## config.mk

```make
export PLATFORM = sky130hd
export DESIGN_NAME = icache_flat
export DESIGN_NICKNAME = d
export VERILOG_FILES = /design/src/rtl/icache_if.sv /design/src/rtl/icache.sv /design/src/flat_wrapper.sv
export SDC_FILE = /design/constraint.sdc
export NUM_CORES = 1
export LEC_CHECK = 0
export ABC_CLOCK_PERIOD_IN_PS = 9600
export CORE_MARGIN = 2
export CORE_UTILIZATION = 40
export CTS_CLUSTER_DIAMETER = 60
export DETAILED_ROUTE_END_ITERATION = 8
export PLACE_DENSITY_LB_ADDON = 0.3
export SLEW_MARGIN = 30
export SYNTH_ARGS = -nofsm -noshare
export SYNTH_HDL_FRONTEND = slang
export SYNTH_SLANG_ARGS = --single-unit
```

## constraint.sdc

```tcl
create_clock -name CLK -period 9.6 [get_ports CLK]
set_input_delay 1.92 -clock CLK [delete_from_list [all_inputs] [get_ports CLK]]
set_output_delay 1.92 -clock CLK [all_outputs]
set_load 0.01 [all_outputs]
```

## src/rtl/icache_if.sv

```systemverilog
// Fetch-side and refill-side bundles of the instruction cache.
// The datapath is master on dcif and the cache is master on ccif.
`default_nettype none

interface datapath_cache_if;
   logic        imemREN;
   logic [31:0] imemaddr;
   logic        ihit;
   logic [31:0] imemload;

   modport master (output imemREN, imemaddr, input  ihit, imemload);
   modport slave  (input  imemREN, imemaddr, output ihit, imemload);
endinterface

interface cache_control_if;
   logic        iREN;
   logic [31:0] iaddr;
   logic        iwait;
   logic [31:0] iload;

   modport master (output iREN, iaddr, input  iwait, iload);
   modport slave  (input  iREN, iaddr, output iwait, iload);
endinterface

`default_nettype wire

```

## src/rtl/icache.sv

```systemverilog
// ---------------------------------------------------------------------------
// icache : direct-mapped, read-only, one-word-block instruction cache.
//          Zero-cycle hits; a miss stalls fetch until memory refills it.
// Rev 1.0
// ---------------------------------------------------------------------------
`default_nettype none

module icache #(
   parameter int NSETS = 16
) (
   input  logic             CLK,
   input  logic             nRST,
   datapath_cache_if.slave  dcif,
   cache_control_if.master  ccif
);
   localparam int IDX_W = $clog2(NSETS);
   localparam int TAG_W = 30 - IDX_W;

   typedef enum logic [0:0] {COMPARE = 1'b0, FETCH = 1'b1} state_t;

   state_t             state, state_nxt;
   logic [31:0]        miss_addr;
   logic [NSETS-1:0]   valid;
   logic [TAG_W-1:0]   tags  [NSETS];
   logic [31:0]        words [NSETS];

   logic [TAG_W-1:0]   req_tag, miss_tag;
   logic [IDX_W-1:0]   req_idx, miss_idx;
   logic               hit, latch_miss, refill;
   logic               ihit_c, iren_c;
   logic [31:0]        load_c, iaddr_c;

   assign req_tag  = dcif.imemaddr[31:IDX_W+2];
   assign req_idx  = dcif.imemaddr[IDX_W+1:2];
   assign miss_tag = miss_addr[31:IDX_W+2];
   assign miss_idx = miss_addr[IDX_W+1:2];

   assign hit = dcif.imemREN & valid[req_idx] & (tags[req_idx] == req_tag);

   always_ff @(posedge CLK) begin
      if (nRST) begin
         state     <= COMPARE;
         miss_addr <= '0;
         valid     <= '0;
      end else begin
         state <= state_nxt;
         if (latch_miss)
            miss_addr <= {dcif.imemaddr[31:2], 2'b00};
         if (refill)
            valid[miss_idx] <= 1'b1;
      end
   end

   // Tag/data arrays need no reset; the refill qualifier already excludes reset.
   always_ff @(posedge CLK) begin
      if (refill && !nRST) begin
         tags[miss_idx]  <= miss_tag;
         words[miss_idx] <= ccif.iload;
      end
   end

   always_comb begin
      state_nxt  = state;
      latch_miss = 1'b0;
      refill     = 1'b0;
      ihit_c     = 1'b0;
      load_c     = 32'h0;
      iren_c     = 1'b0;
      iaddr_c    = 32'h0;
      case (state)
         COMPARE: begin
            if (hit) begin
               ihit_c = 1'b1;
               load_c = words[req_idx];
            end else if (dcif.imemREN) begin
               latch_miss = 1'b1;
               state_nxt  = FETCH;
            end
         end
         FETCH: begin
            // Refill always targets miss_addr, whatever the datapath now requests.
            iren_c  = 1'b1;
            iaddr_c = miss_addr;
            if (!ccif.iwait) begin
               refill    = 1'b1;
               state_nxt = COMPARE;
            end
         end
         default: state_nxt = COMPARE;
      endcase
   end

   assign dcif.ihit     = ihit_c;
   assign dcif.imemload = load_c;
   assign ccif.iREN     = iren_c;
   assign ccif.iaddr    = iaddr_c;

endmodule

`default_nettype wire

```

## src/flat_wrapper.sv

```systemverilog
// flat-port wrapper written by rule: the top's interface ports become plain ports
module icache_flat 
#(
   parameter int NSETS = 16
)
  (CLK, nRST, dcif_imemREN, dcif_imemaddr, dcif_ihit, dcif_imemload, ccif_iREN, ccif_iaddr, ccif_iwait, ccif_iload);
  datapath_cache_if dcif_i ();
  cache_control_if ccif_i ();
  input  logic CLK;
  input  logic nRST;
  input wire logic [$bits(dcif_i.imemREN)-1:0] dcif_imemREN;
  input wire logic [$bits(dcif_i.imemaddr)-1:0] dcif_imemaddr;
  output wire logic [$bits(dcif_i.ihit)-1:0] dcif_ihit;
  output wire logic [$bits(dcif_i.imemload)-1:0] dcif_imemload;
  output wire logic [$bits(ccif_i.iREN)-1:0] ccif_iREN;
  output wire logic [$bits(ccif_i.iaddr)-1:0] ccif_iaddr;
  input wire logic [$bits(ccif_i.iwait)-1:0] ccif_iwait;
  input wire logic [$bits(ccif_i.iload)-1:0] ccif_iload;
  assign dcif_i.imemREN = dcif_imemREN;
  assign dcif_i.imemaddr = dcif_imemaddr;
  assign dcif_ihit = dcif_i.ihit;
  assign dcif_imemload = dcif_i.imemload;
  assign ccif_iREN = ccif_i.iREN;
  assign ccif_iaddr = ccif_i.iaddr;
  assign ccif_i.iwait = ccif_iwait;
  assign ccif_i.iload = ccif_iload;
  icache #(.NSETS(NSETS)) u_core (.CLK(CLK), .nRST(nRST), .dcif(dcif_i), .ccif(ccif_i));
endmodule
```

After elaboration in Yosys (flattened, before gate mapping)
Memory sizes are Yosys's and may differ from the RTL's.
Index checks and enable logic that the tools add are counted.

word-level totals
  output and inout port bits = 66
  logic and storage cells = 35
  bits in writable memories = 928
  register bits = 47
  memories = 2
  bits of input ports = 68

memories
  name          words  bits a word  rd ports  clocked after memory_dff  write ports  line          source
  u_core.words  16     32           1         0                         1            icache.sv:25  logic [31:0] words [NSETS];
  u_core.tags   16     26           1         0                         1            icache.sv:24  logic [TAG_W-1:0] tags [NSETS];

cells by class
  reductions and logical operators = 3
  multiplexer cells = 19
  bitwise operators = 4
  equality and inequality tests = 1
  $lt $le $gt $ge = 3

operators with widths
  kind                                                                          number
  32-bit two-way mux                                                            3
  26-bit == test                                                                1
  16-bit OR                                                                     1
  1-bit two-way mux                                                             13
  4-bit by 5-bit less-than comparator with 1-bit output, second input constant  2
  1-bit binary-select mux with 4-bit select                                     1
  1-bit demux with 4-bit select                                                 1
  4-bit by 1-bit >= comparator with 1-bit output, second input constant         1
  1-bit AND                                                                     2
  1-bit logical AND                                                             2
  1-bit one-hot mux with 2 select lines                                         1
  1-bit logical NOT                                                             1
  1-bit NOT                                                                     1

Depth between registers and ports, before layout
Gate-level depths: netlist of the first run.

  depth after elaboration = 6
  gate-level depth with buffers = 14
  depth with buffers taken out = 8

Least setup slack after synthesis of the first run
OpenSTA, ideal clock, no wires.

  kind = input to output
  start point = input dcif_imemaddr[2]
  end point = output dcif_imemload[10]
  buffers on the path = 6
  cell stages on the path = 13
  arrival = 4.960 ns
  setup slack = 2.720 ns
  data required time = 7.680 ns
  cells stage by stage = buf_4 buf_6 buf_6 buf_6 buf_2 mux4_2 a221oi_1 xor2_1 o2111ai_1 nor4_4 nand4_2 buf_2 nor2b_1

between the ends
  longest elaborated chain between the ends = 6
  elaborated cells on any way between the ends = 9
  those cells by class = eq/ne: 1; mux: 4; bitwise: 2; memory: 2

RTL lines
  what                                                                        line                source
  from (decl)                                                                 flat_wrapper.sv:12  input wire logic [$bits(dcif_i.imemaddr)-1:0] dcif_imemaddr;
  parallel branches: the longest is 4 deep, another holds memory 16 x 26 bit  -
  32-bit two-way mux (*)                                                      icache.sv:72        if (hit) begin
  32-bit two-way mux (*)                                                      icache.sv:70        case (state)
  to (decl)                                                                   flat_wrapper.sv:14  output wire logic [$bits(dcif_i.imemload)-1:0] dcif_imemload;

Every way passes the cells marked *. The select of a mux whose other input is x is not followed.

Final worst setup path of the first run
  start point = input dcif_imemaddr[4]
  end point = output dcif_imemload[27]

The elaborated chain is that of the path after synthesis.

==> results.txt, run 1 <==
- Remaining global-route overflow: 0
- Initial cell density of the core: about 40%
- Fraction of met3 tracks used by global routing: between 2 and 3%
- Sequential fraction of design power: between 50% and 60%
- Detailed-routing iteration count for the pre-antenna-repair pass: 5
- After floorplanning, the core was sized to cover 95,200 sq um.
- M1 GR Usage: a little under a quarter
- The hold violation count in the final report came to 0.
* Global-route track usage on met2: around a third
* Buffers inserted by post-CTS timing repair: 0
- Post-synth EDFFs: roughly 930
- The root buffer cell chosen for the clock tree is sky130_fd_sc_hd__clkbuf_16.
- Detailed-route wire length: approximately 90,000 um
- In the post-route analysis, the smallest setup slack over all paths is about 1.7 ns.
* CP Data Arrival Time: approximately 6.0 ns
* Fraction of power consumed by the clock network: 41.5%
- The detailed router placed 18,722 vias in this run.
* Peak supply drop: 0.000143 V
- Counting flops with an async set or reset pin after synthesis yields a share of 0%.
- The critical path goes through buf_8 > buf_4 > mux2i_1 > a21oi_1 > xnor2_1 > nand4_1 > nor4_4 > nand4_2 > buf_4 > nor2b_1 > clkdlybuf4s50_1.
- The area growth from synthesis to layout is 15.6%.
- Average instance area after synthesis: around 21 sq um
* Final instance area: 44,500 sq um
- The largest single stage delay on the critical path is approximately 0.67 ns.
- The die covers approximately 99,000 sq um.
- Of the cells placed in the final design, the portion with a size suffix greater than 1 is between 20% and 30%.
- Worst reg-to-reg path cell count: 7
- Fraction of the cycle the final worst path needs: just over 80%
* Leakage power of the design: approximately 14 nW
- The worst setup path is launched from an input port.
- After the last flow step, the layout net total stands at 2,070.
* Routability congestion estimate from global placement: about 0.75
* Slew margin rel.: 34.4%
- Across the run, the number of max-cap violations was 0.
* Path type of the worst min-delay path: flip-flop to flip-flop
* Vert. Die Dim: 314 um
- In this run the critical register-to-register path is captured at u_core.tags[8][10].
* Antenna-violating nets left: 0
- H-Tree Depth: 3
* Total negative slack for setup checks: 0 ns
- Measured along the x axis, the die boundary spans 314 um.
- In this run the core area contains around 110 standard-cell rows.
- During I/O placement, the number of pins put on the boundary was ~130.
- Entering global routing, the biggest net connects 97 pins.
* Cell type with the largest total area after synthesis: sky130_fd_sc_hd__edfxtp_1
* Post-Place Cell Area: 41,400 sq um
* Total half-perimeter wirelength after legalization and detailed placement: ~48,000 um
- Data on the critical path is required at its endpoint by around 7.7 ns.
- Initial drt markers: 1,571
- The routed design could run at a clock period as short as about 7.9 ns.
- The run finished with clean final reports.
- Yosys printed 0 warnings.
- The worst setup path is captured at an output port.
- Fraction of post-synthesis cell area in the top cell type by area: about 72%
* Detailed-route wire length per cell: approximately 27 um
- The clock reaches the later pin of the worst-skew pair after approximately 0.65 ns.
- Number of synthesized register bits: a little under 1,000
* Pwr Density: between 200 and 250 nW/um^2
* Clock sink count: between 900 and 1,000
- Quantity of hold-fixing buffers added after cts: 0
- The critical path is of the input port to output port type.
* Number of instances on the worst hold path: 2
* Number of port buffers: approximately 130
- In this run the most critical hold path is launched from u_core.valid[14].
* Clock transition time at the flip-flop clock pins of the worst setup and hold paths: 0.06 ns
- Mapped cell area: 38,500 sq um
* Worst-margin pin slew: 0.981 ns
* Dominant register cell in the synthesized netlist: sky130_fd_sc_hd__edfxtp_1
* Sw Ratio: 20.7%
- Critical-path cell with the highest stage delay: sky130_fd_sc_hd__buf_8
- Combinational cell fraction of total power: 5.0%
- Fmax achieved: 126 MHz
* Number of antenna violations at the first check in global routing: 5
- The library cells used most frequently in the layout, excluding fill and tap cells, are sky130_fd_sc_hd__edfxtp_1 (928), sky130_fd_sc_hd__mux4_2 (260), sky130_fd_sc_hd__clkdlybuf4s50_1 (124).
* Post-cts resize count: 0
- Clock skew on the completed layout was measured at ~0.022 ns.
- Commonest non-fill, non-tap cell in the layout: sky130_fd_sc_hd__edfxtp_1
* Critical path's most frequent cell: sky130_fd_sc_hd__buf_4
- DRC viols: 0
* Unrepaired setup endpoints after global routing: false
- Prior to clock tree synthesis, the placed netlist has a worst setup slack of around 1.7 ns.
* Post-synthesis sequential area ratio: between 70 and 80%
* Sink of the worst hold path: u_core.valid[14]
- Layer with the highest usage: met2
- The number of global-route vias before repair was ~19,000.
- Maximum fanout encountered on the critical timing path: 96
- Count of final setup violators: 0
- CTS tree: done
- Yosys mapped the design onto between 50 and 60 distinct sky130hd cell types.
* Net Switching: between 1.5 and 2 mW
- For flop-to-flop paths, the worst setup slack is 5.80 ns.
* Number of buffers created by CTS: 93
- The internal power of the cells totals just over 7 mW.
- Number of buffers on the longest clock path: 3
- Counting every instance in the synthesized netlist gives between 1,500 and 2,000.
- Via density: about 5.6
- The worst register-to-register path begins at u_core.state.
* Total routing resource utilization after global routing: between 10% and 20%
- Final core utilization: 46.7%
* Most area-consuming cells after synthesis: sky130_fd_sc_hd__edfxtp_1 (72%), sky130_fd_sc_hd__mux4_2 (15%), sky130_fd_sc_hd__dfxtp_1 (2.4%)
* First-pass GRT wire length: 132,000 um
* Count of pins over their slew limit: 0
-- final cells by class --
cell class	count	area, sq um
repair buffers	177	1700
diodes	1	2.50
well taps	1265	1580
clock buffers	119	2550
clock inverters	53	546
multi-input cells	735	9210
flip-flops and latches	975	28800
inverters	20	77.6
fillers	7757	50700
-- power by group through the flow --
stage,Combinational (mW),Clock [mW],Sequential (mW)
final,0.447,3.70,4.77
after global routing,0.479,3.93,4.78
after CTS,0.454,3.77,4.77
after detailed placement,0.452,0,4.86
after global placement,0.444,0,4.85
after floorplan,0.286,0,4.84
-- stage by stage --
stage / cells / hold WS, ns / power [mW]
finish: 3345 / 0.476 / 8.92
global route: 3345 / 0.498 / 9.19
CTS: 3344 / 0.475 / 8.99
detailed placement: 3172 / 0.463 / 5.31
global placement: 3172 / 0.462 / 5.30
floorplan: 1842 / 0.449 / 5.12
-- synth_stat cells (25+ instances only) --
library cell	instances
sky130_fd_sc_hd__nor2_1	55
sky130_fd_sc_hd__dfxtp_1	47
sky130_fd_sc_hd__xnor2_1	25
sky130_fd_sc_hd__clkbuf_1	50
sky130_fd_sc_hd__nor2b_1	70
sky130_fd_sc_hd__nand3b_1	29
sky130_fd_sc_hd__nand2_1	39
sky130_fd_sc_hd__a311o_1	30
sky130_fd_sc_hd__o21ai_0	32
sky130_fd_sc_hd__and2_1	32
sky130_fd_sc_hd__mux4_2	260
sky130_fd_sc_hd__edfxtp_1	928
sky130_fd_sc_hd__mux2i_1	51
-- worst max-delay path: cells and delay by family --
kind,cells,cell delay (ns)
and+or+nand+nor,4,0.99
muxes,1,0.30
buffers and inverters,4,2.18
AOI/OAI and AO/OA,1,0.16
xor gates and xnor gates,1,0.31
-- metal layers --
| layer | vias to the layer above | part of all wire, % |
|---|---|---|
| met5 | - | 0.048 |
| met4 | 6 | 2.3 |
| met3 | 127 | 4.9 |
| met2 | 530 | 52 |
| met1 | 10119 | 40 |
| li1 | 7940 | - |
-- worst max-delay path by stage --
stage	from	end
finish	dcif_imemaddr[4]	dcif_imemload[27]
global route	dcif_imemaddr[2]	dcif_imemload[27]
CTS	dcif_imemaddr[2]	dcif_imemload[27]
detailed placement	dcif_imemaddr[2]	dcif_imemload[18]
global placement	dcif_imemaddr[4]	dcif_imemload[27]
floorplan	dcif_imemaddr[2]	dcif_imemload[10]
-- cells by family after synthesis --
| logic type | Yosys count | share of synthesized area (%) |
|---|---|---|
| flip-flops | 975 | 74.9 |
| multiplexers | 312 | 16.6 |
| AND/OR/NAND/NOR | 264 | 3.84 |
| buffers and inverters | 132 | 1.53 |
| AO/OA/AOI/OAI | 119 | 2.28 |
| XOR/XNOR | 38 | 0.865 |
| other | 1 | 0.00975 |
-- sequential cells by signal, summed over array words and instances (netlist names) --
register	count
u_core.words	512
u_core.miss_addr	30
u_core.valid	16
u_core.state	1
u_core.tags	416
Power figures use the tool's default switching activity.
==> run 2, diff against run 1 <==
--- a/config.mk
+++ b/config.mk
@@ -5,7 +5,7 @@
 export SDC_FILE = /design/constraint.sdc
 export NUM_CORES = 1
 export LEC_CHECK = 0
-export ABC_CLOCK_PERIOD_IN_PS = 9600
+export ABC_CLOCK_PERIOD_IN_PS = 7850
 export CORE_MARGIN = 2
 export CORE_UTILIZATION = 40
 export CTS_CLUSTER_DIAMETER = 60
==> constraint.sdc (replaced) <==
create_clock -name CLK -period 7.85 [get_ports CLK]
set_input_delay 1.57 -clock CLK [delete_from_list [all_inputs] [get_ports CLK]]
set_output_delay 1.57 -clock CLK [all_outputs]
set_load 0.01 [all_outputs]
==> results.txt, run 2 (synthesis gave the netlist of run 1 again) <==
- Outcome: completed (unchanged)
- Total routing resource utilization after global routing: 18.0% (was 18.3%)
- The number of post-CTS setup repair buffers is 0 (unchanged).
- Number of instances on the worst hold path: 2 (unchanged)
- Unrepaired setup endpoints after global routing: false (unchanged).
- The worst clock skew is 0.0242 ns (was 0.0221 ns).
* Minimum setup slack among reg-to-reg paths: 3.85 ns (was 5.80 ns)
- The clock-pin transition on the worst setup and hold timing paths came to 0.06 ns (about the same).
* Post-cts resize count: 0 (unchanged)
- The maximum root-to-sink buffer count was 3 (unchanged).
- The average detailed-routed wire length per instance is 26.8 um (was 26.9 um).
- The terminating pin of the worst hold path is u_core.valid[6] (was u_core.valid[14]).
* Count of final setup violators: 0 (unchanged)
- Most frequent cells in the layout: sky130_fd_sc_hd__edfxtp_1 (928), sky130_fd_sc_hd__mux4_2 (260), sky130_fd_sc_hd__clkdlybuf4s50_1 (124) (unchanged)
- The largest driver fanout on the critical path is 58 (was 96).
- CP Data Arrival Time: 5.52 ns (was 6.00 ns)
- The worst-case headroom to the max-slew limit was 34.0% (was 34.4%).
* Leakage power of the design: 13.9 nW (was 14.0 nW)
* Total number of placement rows: 113 (unchanged)
- Largest regs: u_core.words: 512 flops, u_core.tags: 416 flops, u_core.miss_addr: 30 flops (unchanged)
* Core region area: 95,200 sq um (unchanged)
- The width of the die was 314 um (unchanged).
- Sequential standard cell area: 28,800 sq um (unchanged)
* Detailed-routing iteration count for the pre-antenna-repair pass: 7 (was 5)
- In the finished design, the share of the clock period the worst path needs comes to approximately 90%.
* Min cycle time layout: between 7 and 8 ns
- Number of flip-flops in the largest register: 512 (unchanged)
- The count of buffers from port buffering came to 129 (unchanged).
- Worst reg-to-reg path cell count: 6 (was 7)
- The most common library cell in the layout ignoring fill and taps is sky130_fd_sc_hd__edfxtp_1 (unchanged).
- The total CTS buffers was 93 (unchanged).
- The die extent in y is 314 um (unchanged).
- The layout cell share with drive strength beyond 1 came to 23.0% (unchanged).
- The initial core utilization was 40.4% (unchanged).
- Number of vias in the routed layout: 18,844 (was 18,722)
* Clock Latency Late Sink: 0.65 ns (about the same)
- Setup WS pre-CTS: 0.710 ns (was 1.67 ns)
- The measured slew at the worst slew-check pin is 0.990 ns (was 0.981 ns).
- The area growth from synthesis to layout came to 15.4% (was 15.6%).
* Detailed-route wire length: 89,500 um (was 90,100 um)
- The level count of the clock H-tree was 3 (unchanged).
- The number of max-slew violations in the final report is 0 (unchanged).
- The number of max-cap violations came to 0 (unchanged).
* Routability congestion estimate from global placement: 0.751 (was 0.750)
- The full die area came to 98,700 sq um (unchanged).
- The minimum setup slack in the final design is 0.756 ns (was 1.68 ns).
- Beginning of the worst hold path: u_core.valid[6] (was u_core.valid[14])
- The post-layout net count was 2,080 (was 2,070).
* Num ports: 134 (unchanged)
- Pwr Density: 240 nW/um^2 (was 201 nW/um^2)
- The total of hold buffers inserted after clock tree synthesis came to 0 (unchanged).
- Endpoint of the worst register-to-register path: u_core.tags[3][17] (was u_core.tags[8][10])
- Worst Setup End Kind: output port (unchanged)
- Peak supply drop: 0.000155 V (was 0.000143 V)
- Via density: 5.63 (was 5.60)
- Multi-input gate area: 9200 sq um (was 9210 sq um)
- Largest register by flop count: u_core.words (unchanged)
- The path category of the worst min-delay check was flip-flop to flip-flop (unchanged).
- Root buffer cell: sky130_fd_sc_hd__clkbuf_16 (unchanged)
* Total half-perimeter wirelength after legalization and detailed placement: 48,800 um (was 47,600 um)
* DRC viols: 0 (unchanged)
* Initial drt markers: 1,864 (was 1,571)
* Clock sink count: 975 (unchanged)
- The launching point of the worst reg2reg path was u_core.state (unchanged).
- CTS tree: done (unchanged)
- Required time reported for the critical path endpoint: 6.28 ns (was 7.68 ns)
- Type of origin of the critical path: input port (unchanged)
- Antenna-violating nets left: 0 (unchanged)
- Number of hold violations in the final report: 0 (unchanged)
- Total negative slack for setup checks: 0 ns (unchanged)
- The number of global-route vias before repair is 19,355 (was 19,380).
* First-pass GRT wire length: 130,000 um (was 132,000 um)
* Worst setup path category: input port to output port (unchanged)
- The largest net degree at the start of global routing is 80 (was 97).
- Static timing analysis puts the maximum clock frequency at approximately 140 MHz.
* Number of antenna violations at the first check in global routing: 1 (was 5)
- Remaining global-route overflow: 0 (unchanged)
* Fillers: 7,750 (was 7,757)
[run 2: cell count changes in the layout (fill, tap and decap cells not counted), sizes merged]
cell | before | now
buf | 53 | 63
clkbuf | 119 | 124
inv | 25 | 24
clkinvlp | 7 | 4
diode | 1 | 2
bufinv | 10 | 5
clkinv | 31 | 25
[run 2: cell type report]
class	instances	share of cell area [%]
well taps	1265	3.56
inverters	20	0.175
flip-flops and latches	975	64.9
multi-input cells	735	20.7
repair buffers	187	4.16
clock buffers	124	5.71
clock inverters	38	0.769
diodes	2	0.0113
[run 2: critical path: stages]
cell and delay [ns]:
sky130_fd_sc_hd__buf_8 0.46, sky130_fd_sc_hd__mux4_2 0.60, sky130_fd_sc_hd__a22o_1 0.26, sky130_fd_sc_hd__a221oi_1 0.43
sky130_fd_sc_hd__xor2_1 0.19, sky130_fd_sc_hd__nand4_1 0.15, sky130_fd_sc_hd__nor4_4 0.43, sky130_fd_sc_hd__nand4_2 0.13
sky130_fd_sc_hd__buf_4 0.30, sky130_fd_sc_hd__nor2b_1 0.29, sky130_fd_sc_hd__clkdlybuf4s50_1 0.59
[run 2: worst max path at each step]
stage	depth (start not counted)	from	endpoint	slack [ns]
finish	11	dcif_imemaddr[2]	dcif_imemload[27]	0.76
global route	12	dcif_imemaddr[2]	dcif_imemload[27]	0.48
CTS	11	dcif_imemaddr[2]	dcif_imemload[27]	0.68
detailed placement	11	dcif_imemaddr[2]	dcif_imemload[27]	0.71
global placement	11	dcif_imemaddr[2]	dcif_imemload[27]	0.72
floorplan	13	dcif_imemaddr[2]	dcif_imemload[10]	1.67
[run 2: power by group]
group	switching, mW	internal (mW)	total, mW
registers	0.0786	5.76	5.84
logic	0.291	0.254	0.545
clock network	1.85	2.43	4.28
total	2.22	8.45	10.7
[run 2: per-stage QoR]
| stage | total power [mW] | cells | utilization (%) | instance area [sq um] | hold slack (ns) |
|---|---|---|---|---|---|
| 6_report | 10.7 | 3346 | 46.7 | 44400 | 0.474 |
| 5_1_grt | 11.0 | 3344 | 46.7 | 44400 | 0.498 |
| 4_1_cts | 10.8 | 3343 | 46.6 | 44400 | 0.474 |
| 3_5_place_dp | 6.50 | 3181 | 43.6 | 41500 | 0.464 |
| 3_3_place_gp | 6.48 | 3175 | 43.5 | 41400 | 0.463 |
| 2_1_floorplan | 6.27 | 1842 | - | 38500 | 0.449 |
[run 2: per-layer routing]
layer  share of wire (%)  up-vias  wire length [um]  global-route usage [%]
li1                    -     7947                 -                       -
met1                  41    10172             37000                    23.6
met2                  51      588             45800                    31.0
met3                 5.0      137              4450                    2.61
met4                 2.6        0              2320                    5.99
met5                   0        -                 0                       0
==> run 3, diff against run 2 <==
--- a/config.mk
+++ b/config.mk
@@ -8,6 +8,7 @@
 export ABC_CLOCK_PERIOD_IN_PS = 7850
 export CORE_MARGIN = 2
 export CORE_UTILIZATION = 40
+export CTS_BUF_LIST = sky130_fd_sc_hd__clkbuf_8
 export CTS_CLUSTER_DIAMETER = 60
 export DETAILED_ROUTE_END_ITERATION = 8
 export PLACE_DENSITY_LB_ADDON = 0.3
==> results.txt, run 3 (synthesis gave the netlist of run 1 again) <==
- The initial core utilization came to 40.4% (unchanged).
- Total routing resource utilization after global routing: 18.3% (was 18.0%)
- The number of antenna violations at the first check in global routing came to 5 (was 1).
- Path type of the worst min-delay path: flip-flop to flip-flop (unchanged)
- H-Tree Depth: 4 (was 3)
* Worst clock skew on the final layout: 0.0324 ns (was 0.0242 ns)
- The count of standard-cell rows is 113 (unchanged).
- Number of buffers on the longest clock path: 3 (unchanged)
* Final-layout worst hold slack: 0.472 ns (was 0.474 ns)
* Quantity of hold-fixing buffers added after cts: 0 (unchanged)
* Critical Path, Cell by Cell: buf_8 > mux4_2 > a22o_1 > a221oi_1 > xor2_1 > nand4_1 > nor4_4 > nand4_2 > buf_4 > nor2b_1 > clkdlybuf4s50_1 (unchanged)
- Outcome: completed (unchanged).
* Number of flip-flops in the largest register: 512 (unchanged)
- Number of port buffers: 129 (unchanged)
- DRC viols: 0 (unchanged)
* Die extent in x: 314 um (unchanged)
* Largest register by flop count: u_core.words (unchanged)
- Core region area: 95,200 sq um (unchanged)
- The highest attainable clock frequency is 141 MHz (about the same).
- The largest driver fanout on the critical path came to 58 (unchanged).
- The most common library cell in the layout ignoring fill and taps was sky130_fd_sc_hd__edfxtp_1 (unchanged).
- Num ports: 134 (unchanged)
- Number of hold violations in the final report: 0 (unchanged)
* Crit path largest cell delay: 0.60 ns (about the same)
- Total power: 10.3 mW (was 10.7 mW)
- The via count of the routed design is 19,116 (was 18,844).
- Detailed-route wire length per cell: 26.1 um (was 26.8 um)
* Initial drt markers: 1,706 (was 1,864)
- Buf/Inv on CP: 3 (unchanged)
* Count of pins over their slew limit: 0 (unchanged)
- Fraction of the cycle the final worst path needs: 90.1% (was 90.4%)
- The number of vias per cell is 5.54 (was 5.63).
- The shortest period the worst path allows was 7.07 ns (was 7.09 ns).
- Unrepaired setup endpoints after global routing: false (unchanged).
* Post-cts resize count: 0 (unchanged)
- The area growth from synthesis to layout is 15.1% (was 15.4%).
* Largest regs: u_core.words: 512 flops, u_core.tags: 416 flops, u_core.miss_addr: 30 flops (unchanged)
* First-pass GRT wire length: 131,000 um (was 130,000 um)
* Leakage power of the design: 14.1 nW (was 13.9 nW)
* Total half-perimeter wirelength after legalization and detailed placement: 48,800 um (unchanged)
* Number of max-capacitance violations reported: 0 (unchanged)
- The gate family responsible for the most delay along the worst path was buffers and inverters (unchanged).
* Slew margin rel.: 36.7% (was 34.0%)
- Root buffer cell: sky130_fd_sc_hd__clkbuf_8 (was sky130_fd_sc_hd__clkbuf_16)
* Number of buffers created by CTS: 152 (was 93)
- The final weighted congestion in routability-driven placement is 0.751 (unchanged).
- The power density over cell area is 232 nW/um^2 (was 240 nW/um^2).
- The clock latency of the later-clocked register in the worst-skew pair was 0.80 ns (was 0.65 ns).
- Required time reported for the critical path endpoint: 6.28 ns (about the same)
* CP Data Arrival Time: 5.50 ns (was 5.52 ns)
- Worst setup path category: input port to output port (unchanged)
- The first-pass detailed-route iteration total is 5 (was 7).
* Post-Place Cell Area: 41,500 sq um (unchanged)
- The number of setup violations in the final report was 0 (unchanged).
* Type of origin of the critical path: input port (unchanged)
* Clock sink count: 975 (unchanged)
- Area enclosed by the die boundary: 98,700 sq um (unchanged)
- Worst-margin pin slew: 0.950 ns (was 0.990 ns)
- The number of post-CTS setup repair buffers is 0 (unchanged).
- Number of global-route vias before repair: 19,908 (was 19,355)
* Final instance area: 44,300 sq um (was 44,400 sq um)
- Antenna-violating nets left: 0 (unchanged)
- The number of filler instances in the final layout is 7,790 (was 7,750).
- Most frequent cells in the layout: sky130_fd_sc_hd__edfxtp_1 (928), sky130_fd_sc_hd__mux4_2 (260), sky130_fd_sc_hd__clkbuf_8 (162) (was sky130_fd_sc_hd__edfxtp_1 (928), sky130_fd_sc_hd__mux4_2 (260), sky130_fd_sc_hd__clkdlybuf4s50_1 (124))
- CTS tree: done (unchanged)
- Worst Setup End Kind: output port (unchanged)
- Clock transition time at the flip-flop clock pins of the worst setup and hold paths: 0.06 ns (about the same)
- The worst vdd rail ir drop was 0.000152 V (was 0.000155 V).
- Vert. Die Dim: 314 um (unchanged)
- Detailed-route wire length: 90,100 um (was 89,500 um)
- The total congestion overflow came to 0 (unchanged).
- The layout cell share with drive strength beyond 1 is 24.7% (was 23.0%).
- The setup TNS was 0 ns (unchanged).
- The largest net degree at the start of global routing came to 80 (unchanged).
- The worst-path cell with the longest stage delay is sky130_fd_sc_hd__mux4_2 (unchanged).
- Number of nets in the finished design: 2,139 (was 2,080)
-- run 3: changes by cell type in the layout (fill, tap and decap cells not counted), moves of 4 or more --
cell,delta
sky130_fd_sc_hd__bufinv_16,-4
sky130_fd_sc_hd__inv_1,+44
sky130_fd_sc_hd__clkbuf_1,-24
sky130_fd_sc_hd__clkbuf_16,-95
sky130_fd_sc_hd__inv_8,+4
sky130_fd_sc_hd__clkinv_1,+26
sky130_fd_sc_hd__clkbuf_8,+157
-- run 3: report_power, final --
group	leakage, nW	switching [mW]	internal, mW
combinational	3.71	0.291	0.254
clock	1.58	1.92	1.95
sequential	8.82	0.0778	5.77
total	14.1	2.29	7.97
-- run 3: area by class of cell --
class                      count  area, sq um  area share [%]
antenna                        1         2.50         0.00565
clock buffer                 162         2230            5.03
clock inverter               108          528            1.19
inverter                      20         77.6           0.175
multi-input combinational    735         9200            20.8
sequential                   975        28800            65.1
tap                         1265         1580            3.57
timing repair buffer         187         1850            4.18
-- run 3: worst min-delay path: stages (launching register included) --
cell                      delay, ns
sky130_fd_sc_hd__dfxtp_1       0.30
sky130_fd_sc_hd__inv_1         0.04
sky130_fd_sc_hd__o22ai_1       0.07
-- run 3: final timing paths --
check | start | end | slack, ns | depth (start not counted)
min reg2reg | u_core.valid[6] | u_core.valid[6] | 0.47 | 2
min | u_core.valid[6] | u_core.valid[6] | 0.47 | 2
max | dcif_imemaddr[2] | dcif_imemload[27] | 0.78 | 11
max reg2reg | u_core.state | u_core.tags[3][5] | 3.81 | 6
-- run 3: per-layer routing --
layer	share of wire (%)	wire (um)	GRT usage (%)
met5	0.0078	7	0
met4	2.6	2300	6.67
met3	5.5	4940	3.68
met2	51	45900	30.9
met1	41	36900	23.5
-- run 3: per-stage QoR --
step	std cells	setup slack (ns)	utilization, %
after floorplan	1842	1.67	-
after global placement	3175	0.719	43.5
after detailed placement	3181	0.710	43.6
after CTS	3451	0.678	46.5
after global routing	3453	0.469	46.5
final	3453	0.779	46.5
